==> src/rtl/m3_gate_monitor.sv <==
// rtl/m3_gate_monitor.sv - gate-drive shoot-through/dead-time checker and six-step decoder
// Define M3MON_FAULT_LATCH_EN to make the fault flags sticky until clrFaultI.
module m3_gate_monitor #(
  parameter int DEAD_MIN = 4,
  parameter int PERIOD_W = 20
) (
  input  logic                clkI,
  input  logic                nRstI,
  input  logic                aHpI,
  input  logic                bHpI,
  input  logic                cHpI,
  input  logic                aLpI,
  input  logic                bLpI,
  input  logic                cLpI,
  input  logic                enI,
  input  logic                clrFaultI,
  output logic                faultO,
  output logic [2:0]          faultLegO,
  output logic                deadViolO,
  output logic [2:0]          stepO,
  output logic                stepValidO,
  output logic                dirO,
  output logic                seqErrO,
  output logic [PERIOD_W-1:0] periodO,
  output logic                periodValidO,
  output logic                stallO
);

  localparam int CNT_W = $clog2(DEAD_MIN + 1);
  localparam logic [CNT_W-1:0] DEAD_SAT = CNT_W'(DEAD_MIN);

  typedef enum logic [1:0] {LEG_OFF, LEG_HIGH, LEG_LOW, LEG_SHOOT} leg_t;

  logic [2:0]          r_hp, r_lp;
  leg_t                w_state [3];
  leg_t                r_last  [3];
  logic [CNT_W-1:0]    r_dead  [3];
  logic [2:0]          r_side_high;
  logic [2:0]          w_high, w_low, w_off, w_shoot, w_viol;
  logic [2:0]          r_fault_leg;
  logic                r_dead_viol;
  logic                w_pat_valid;
  logic [2:0]          w_pat_step, w_inc, w_dec;
  logic [2:0]          r_step;
  logic                r_step_valid, r_dir, r_seq_err;
  logic [PERIOD_W-1:0] r_per_cnt, r_period;
  logic                r_period_valid, r_have0;

  always_ff @(posedge clkI) begin
    if (!nRstI) begin
      r_hp <= 3'b000;
      r_lp <= 3'b111;
    end else begin
      r_hp <= {cHpI, bHpI, aHpI};
      r_lp <= {cLpI, bLpI, aLpI};
    end
  end

  always_comb begin
    for (int i = 0; i < 3; i++) begin
      case ({r_hp[i], r_lp[i]})
        2'b11:   w_state[i] = LEG_HIGH;
        2'b00:   w_state[i] = LEG_LOW;
        2'b01:   w_state[i] = LEG_OFF;
        default: w_state[i] = LEG_SHOOT;
      endcase
      w_high[i]  = (w_state[i] == LEG_HIGH);
      w_low[i]   = (w_state[i] == LEG_LOW);
      w_off[i]   = (w_state[i] == LEG_OFF);
      w_shoot[i] = (w_state[i] == LEG_SHOOT);
      // A direct swap between sides is treated as a zero-length OFF gap.
      w_viol[i] = 1'b0;
      if (w_low[i]) begin
        if (r_last[i] == LEG_HIGH) w_viol[i] = 1'b1;
        else if (r_last[i] == LEG_OFF && r_side_high[i] && r_dead[i] < DEAD_SAT) w_viol[i] = 1'b1;
      end else if (w_high[i]) begin
        if (r_last[i] == LEG_LOW) w_viol[i] = 1'b1;
        else if (r_last[i] == LEG_OFF && !r_side_high[i] && r_dead[i] < DEAD_SAT) w_viol[i] = 1'b1;
      end
    end
  end

  // r_dead holds the number of consecutive OFF cycles, so entry loads 1.
  always_ff @(posedge clkI) begin
    if (!nRstI) begin
      for (int i = 0; i < 3; i++) begin
        r_last[i] <= LEG_OFF;
        r_dead[i] <= DEAD_SAT;
      end
      r_side_high <= 3'b111;
      r_dead_viol <= 1'b0;
    end else begin
      for (int i = 0; i < 3; i++) begin
        r_last[i] <= w_state[i];
        if (w_off[i]) begin
          if (r_last[i] != LEG_OFF)    r_dead[i] <= CNT_W'(1);
          else if (r_dead[i] != DEAD_SAT) r_dead[i] <= r_dead[i] + 1'b1;
        end
        if (w_high[i])     r_side_high[i] <= 1'b1;
        else if (w_low[i]) r_side_high[i] <= 1'b0;
      end
      r_dead_viol <= |w_viol;
    end
  end

`ifdef M3MON_FAULT_LATCH_EN
  always_ff @(posedge clkI) begin
    if (!nRstI)         r_fault_leg <= 3'b000;
    else if (clrFaultI) r_fault_leg <= w_shoot;
    else                r_fault_leg <= r_fault_leg | w_shoot;
  end
`else
  logic w_unused_clr;
  assign w_unused_clr = clrFaultI;
  always_ff @(posedge clkI) begin
    if (!nRstI) r_fault_leg <= 3'b000;
    else        r_fault_leg <= w_shoot;
  end
`endif

  always_comb begin
    w_pat_valid = 1'b1;
    case ({w_high, w_low})
      6'b001_010: w_pat_step = 3'd0;
      6'b001_100: w_pat_step = 3'd1;
      6'b010_100: w_pat_step = 3'd2;
      6'b010_001: w_pat_step = 3'd3;
      6'b100_001: w_pat_step = 3'd4;
      6'b100_010: w_pat_step = 3'd5;
      default: begin
        w_pat_step  = 3'd7;
        w_pat_valid = 1'b0;
      end
    endcase
    if ((w_high | w_low | w_off) != 3'b111) w_pat_valid = 1'b0;
    w_inc = (r_step == 3'd5) ? 3'd0 : r_step + 3'd1;
    w_dec = (r_step == 3'd0) ? 3'd5 : r_step - 3'd1;
  end

  always_ff @(posedge clkI) begin
    if (!nRstI) begin
      r_step         <= 3'd7;
      r_dir          <= 1'b0;
      r_step_valid   <= 1'b0;
      r_seq_err      <= 1'b0;
      r_per_cnt      <= '0;
      r_period       <= '0;
      r_period_valid <= 1'b0;
      r_have0        <= 1'b0;
    end else if (!enI) begin
      r_step         <= 3'd7;
      r_dir          <= 1'b0;
      r_step_valid   <= 1'b0;
      r_seq_err      <= 1'b0;
      r_per_cnt      <= '0;
      r_period_valid <= 1'b0;
      r_have0        <= 1'b0;
    end else begin
      r_step_valid   <= 1'b0;
      r_seq_err      <= 1'b0;
      r_period_valid <= 1'b0;
      if (r_per_cnt != '1) r_per_cnt <= r_per_cnt + 1'b1;
      if (w_pat_valid && w_pat_step != r_step) begin
        r_step       <= w_pat_step;
        r_step_valid <= 1'b1;
        if (r_step != 3'd7) begin
          if (w_pat_step == w_inc)      r_dir     <= 1'b1;
          else if (w_pat_step == w_dec) r_dir     <= 1'b0;
          else                          r_seq_err <= 1'b1;
        end
        if (w_pat_step == 3'd0) begin
          r_per_cnt <= PERIOD_W'(1);
          r_have0   <= 1'b1;
          if (r_have0) begin
            r_period       <= r_per_cnt;
            r_period_valid <= 1'b1;
          end
        end
      end
    end
  end

  assign faultO       = |r_fault_leg;
  assign faultLegO    = r_fault_leg;
  assign deadViolO    = r_dead_viol;
  assign stepO        = r_step;
  assign stepValidO   = r_step_valid;
  assign dirO         = r_dir;
  assign seqErrO      = r_seq_err;
  assign periodO      = r_period;
  assign periodValidO = r_period_valid;
  assign stallO       = &r_per_cnt;

endmodule

==> config.mk <==
export PLATFORM = sky130hd
export DESIGN_NAME = m3_gate_monitor
export DESIGN_NICKNAME = d
export VERILOG_FILES = /design/src/rtl/m3_gate_monitor.sv
export SDC_FILE = /design/constraint.sdc
export NUM_CORES = 1
export LEC_CHECK = 0
export CAP_MARGIN = 15
export CORE_ASPECT_RATIO = 0.9
export CORE_MARGIN = 1.5
export CORE_UTILIZATION = 40
export CTS_CLUSTER_SIZE = 20
export DETAILED_ROUTE_END_ITERATION = 8
export PLACE_DENSITY = 0.6
export SLEW_MARGIN = 20
export SYNTH_ARGS = -nofsm -noshare
export SYNTH_HDL_FRONTEND = slang
export SYNTH_SLANG_ARGS = --single-unit
==> constraint.sdc <==
create_clock -name clkI -period 3.05 [get_ports clkI]
set_input_delay 0.61 -clock clkI [delete_from_list [all_inputs] [get_ports clkI]]
set_output_delay 0.61 -clock clkI [all_outputs]
set_load 0.01 [all_outputs]
== After elaboration in Yosys (flattened, before gate mapping) ==
Memories as Yosys holds them, arrays and structs flattened.
Index checks and enable logic that the tools add are counted.
Cells by class
  add/subtract/negate cells: 6
  order comparisons: 3
  equal/unequal tests: 37
  multiplexer cells: 72
  bitwise operators: 15
  reduce and logical (&&, ||, !) cells: 44
Operator list (number)
  $mux W20: 3
  $mux W1: 54
  $eq A2 B2 Y1 const B: 12
  $mux W3: 8
  $add A20 B1 Y20 const B: 1
  $ne A20 B20 Y1 const B: 1
  $reduce_and A20 Y1: 1
  $eq A2 B1 Y1 const B: 9
  $logic_not A2 Y1: 9
  $pmux W2 S3: 3
  $pmux W3 S6: 1
  $ne A3 B3 Y1 const B: 5
  $logic_and A1 B1 Y1: 13
  $add A3 B1 Y3 const B: 4
  $eq A6 B4 Y1 const B: 2
  $eq A6 B5 Y1 const B: 2
  $eq A6 B6 Y1 const B: 2
  $lt A3 B3 Y1 const B: 3
  $or A1 B1 Y1: 9
  $reduce_and A4 Y1: 2
  $reduce_bool A2 Y1: 4
  $eq A3 B3 Y1: 2
  $logic_not A3 Y1: 2
  $mux W2: 3
  other kinds (12): 22
Word-level totals
  register bits: 61
  RAM bits: 15
  memories kept: 2
Memories
  r_dead: words 3, width 3, read ports 3, clocked after memory_dff 0, write ports 3, line 37  | logic [CNT_W-1:0] r_dead [3];
  r_last: words 3, width 2, read ports 3, clocked after memory_dff 0, write ports 3, line 36  | leg_t r_last [3];

== Logic depth before layout (Yosys ltp) ==
  word-level depth: 10
  gate-level depth with buffers: 9

== Least setup slack after synthesis ==
Ideal clock, no wire load.
  path kind: register to register
  start point: register r_lp[0]
  end point: register r_period[0], in the netlist periodO[0]
  arrival: 2.164 ns
  required time: 2.978 ns
  path slack: 0.815 ns
  cell stages (with the launch flop): 9
  path buffers: 1
  cell sequence: dfxtp_1 > or4bb_1 > o221ai_2 > o31ai_4 > xnor2_2 > a31o_4 > nor3_4 > buf_6 > mux2i_1
On the way
  word-level cells in the longest chain between the ends: 9
  elaborated cells on any way between the ends: 24
Ends and longest elaborated chain
  start: declaration: line 34  | logic [2:0] r_hp, r_lp;
  start signal: assignment: line 55  | r_lp <= {cLpI, bLpI, aLpI};
  $eq A2 B1 Y1, or another cell as far along: line 61  | case ({r_hp[i], r_lp[i]})
  $pmux W2 S3 *: line 61
  $eq A2 B2 Y1 / $eq A2 B1 Y1 (equally long branches): line 68, 67
  $eq A6 B6 Y1, or another cell as far along: line 123  | case ({w_high, w_low})
  $reduce_or A6 Y1 (no line) / $or A3 B3 Y3 (equally long branches)
  $mux W1 / $ne A3 B3 Y1 (equally long branches): line 123, 135
  $mux W1: line 135  | if ((w_high | w_low | w_off) != 3'b111) w_pat_valid = 1'b0;
  $logic_and A1 B1 Y1: line 163  | if (w_pat_valid && w_pat_step != r_step) begin
  $reduce_and A4 Y1 (no line) *
  end signal: assignment: line 175  | r_period <= r_per_cnt;
  end: declaration: line 46  | logic [PERIOD_W-1:0] r_per_cnt, r_period;
Every way passes the cells marked *; elsewhere a longest branch is shown, timed or not.
A chain may end at the register's enable or synchronous reset.

== Worst setup path after layout ==
  start point: register r_per_cnt[0]
  end point: output port stallO
On the way
  word-level cells in the longest chain between the ends: 1
Ends and longest elaborated chain
  start: declaration: line 46
  start signal: assignment: line 162  | if (r_per_cnt != '1) r_per_cnt <= r_per_cnt + 1'b1;
  $reduce_and A20 Y1: line 192  | assign stallO = &r_per_cnt;
  end: declaration: line 26  | output logic stallO
No other way between the ends.

==> flow_summary.yaml <==
sta:
  finalWorstSetupSlack_ns: 0.1450
  hold_violations: 0
  fin_skew_ns: 0.009042
  worst-slew-pin-transition_ns: 0.7805
  setup_viol: 0
  max_slew_margin_pct: 46.62
  drv_slew: 0
  period_needed_ns: 2.905
  fin_crit_sh_pct: 95.25
  rsz0062_at_grt: "no"
  finalSetupTns_ns: 0
  fmax_ghz: 0.3442
cts:
  numCtsBuffers: 9
  htree_levels: 3
  cts.path.max_buffers: 2
  clkTransAtPathRegs_ns: 0.07
  clk_latency_ns: 0.34
  cts_tree: "yes"
  cts_hold_buffers: 0
  cts-root-buf: "clkbuf_8"
  clock-sinks: 76
final_layout:
  area_growth_syn_to_layout_pct: 19.15
  final_cell_mix: "dfxtp_1 (67), nand2_1 (65), nor2_1 (49)"
  multi_input_area_um2: 1977
  diodes: 0
  drive_gt1_share_pct: 7.974
  design_area_um2: 4477
  fillers: 865
  final_cells: 586
  mostFrequentLayoutCell: "dfxtp_1"
  final_nets: 478
  seqCellArea_um2: 1612
global_route:
  grt_pass1_wl_um: 12940
  gr-total-overflow: 0
  grt_start_max_net_pins: 48
  track_usage_pct: 16.39
  grt_pass1_vias: 2769
  antenna_found_initial: 0
critical_path:
  worstSetupStartpoint: "r_per_cnt[0]"
  crit_end: "stallO"
  crit_type: "reg -> out"
  critical_path.max_fanout: 5
  worst_ep_arrival_time_ns: 2.29
  startpoint_type: "flop"
  crit_required_ns: 2.44
  regToRegStartpoint: "r_hp[0]"
  reg2regPathDepth: 7
  r2r_slack_ns: 0.32
  r2r_end: "r_per_cnt[15]"
  end_kind: "primary output"
synthesis:
  yosys.area.top_type_share_pct: 35.70
  synth_area_leader_cell: "dfxtp_1"
  synth_seq_cells: 76
  syn_inst: 419
  ys_top_cells_by_area: "dfxtp_1 (36%), edfxtp_1 (7.2%), nand2_1 (6.5%)"
  syn_area_um2: 3757
  synth_edf_count: 9
  async_reset_ff_share_pct: 0
  avgSynthCellArea_um2: 8.967
  syn_nets: 438
  ys.flop_type: "dfxtp_1"
  seq_area_frac_synth_pct: 42.89
  yosys.cell_types.count: 54
  synth_warnings: 0
drt:
  vias_per_cell: 4.952
  drt-pass1-iter-count: 4
  vias: 2902
  ant_nets: 0
  drc_errors: 0
  wirelength_um: 7524
  first_iter_violations: 107
  avgRoutedWirePerCell_um: 12.84
placed_design:
  hpwlAfterDp_um: 5430
  place_area_um2: 4267
  gp_congestion: 0.7828
  io_buffers: 41
  post-place-ws_ns: 0.3516
  dp.cells: 570
status:
  status: "finished clean"
power:
  power_density_nw_per_um2: 468.8
  leakage_nw: 1.593
  ir_drop_mv: 0.3123
die:
  chipWidth_um: 105.2
  die-area_um2: 9984
  pin_count: 43
  core_area_um2: 9125
  start_util_pct: 41.18
  num_rows: 33
  die_h_um: 94.95
min_path:
  hold_path_class: "reg -> reg"
run:
  cap_violations: 0
[Yosys cell counts, drive strengths merged, types with 2 or more instances]
cell type and number:
or2 3, o221ai 2, and4 3, a31oi 4
nand3 10, o21a 3, and2 13, or3 2
a21oi 15, a21o 2, mux2i 23, inv 14
nand2 66, xnor2 17, buf 9, and3 3
xor2 13, nor4bb 2, nor4 4, o22ai 3
o31ai 2, nor2 49, nand4 7, nor3 14
a2111oi 2, clkbuf 11, ha 9, dfxtp 67
a311o 2, nand4b 2, edfxtp 9, o21ai 9
nor2b 4, nand2b 8
[power breakdown]
group	internal (mW)	switching [mW]
sequential	1.05	0.0381
combinational	0.0931	0.116
clock	0.449	0.350
[metal layers]
layer	GRT usage [%]	routed length, um	part of all wire (%)
met1	21.36	3763	50
met2	26.03	3364	45
met3	4.279	297	3.9
met4	6.507	98	1.3
met5	0	0	0
[area by class of cell]
class | instances | share of cell area [%]
clock buffers | 9 | 2.767
clock inverters | 7 | 1.817
inverters | 14 | 1.174
multi-input cells | 309 | 44.16
flip-flops and latches | 76 | 36.00
well taps | 122 | 3.410
repair buffers | 49 | 10.68
[sequential cells by signal, indices dropped and copies added, names as in the netlist, 3 cells and up]
name         count
periodO         20
r_dead           9
r_last           6
r_lp             3
faultLegO        3
stepO            3
r_hp             3
r_per_cnt       20
r_side_high      3
[worst max-delay path, stage by stage (launching register included)]
cell and delay [ns]:
dfxtp_1 0.42, ha_1 0.25, and3_1 0.26, nand4_1 0.17
nor3_2 0.27, clkdlybuf4s50_1 0.58
[how the worst min path moves through the flow]
stage / startpoint / endpoint / slack [ns] / depth (start not counted)
3_5_place_dp: periodO[9] / periodO[9] / 0.45 / 2
6_report: periodO[6] / periodO[6] / 0.46 / 2
5_1_grt: periodO[10] / periodO[10] / 0.48 / 2
2_1_floorplan: r_have0 / r_have0 / 0.44 / 1
4_1_cts: periodO[10] / periodO[10] / 0.46 / 2
3_3_place_gp: periodO[6] / periodO[6] / 0.44 / 2
[what timing repair did]
| action | in CTS | in global routing |
|---|---|---|
| endpoints found under the setup margin | 0 | 1 |
| setup buffers | 0 | 0 |
| resized for setup | 0 | 1 |
[cells by family (layout without fill, tap and decap cells)]
family / count (synthesis) / after routing / share of synthesized area, %
AOI/OAI and AO/OA: 51 / 51 / 10.32
buffers and inverters: 34 / 79 / 4.629
DFF: 76 / 76 / 42.89
and+or+nand+nor: 196 / 196 / 25.44
xor gates and xnor gates: 30 / 30 / 7.593
muxes: 23 / 23 / 6.127
adders and majority gates: 9 / 9 / 2.997
[per-stage QoR]
| stage | total power, mW | hold WS, ns | utilization, % |
|---|---|---|---|
| final | 2.099 | 0.4600 | 49.06 |
| after global routing | 2.205 | 0.4796 | 49.06 |
| after CTS | 2.135 | 0.4624 | 49.01 |
| after detailed placement | 1.324 | 0.4484 | 46.76 |
| after global placement | 1.318 | 0.4434 | 46.76 |
| after floorplan | 1.269 | 0.4404 | - |
(Power assumes the default switching activity.)
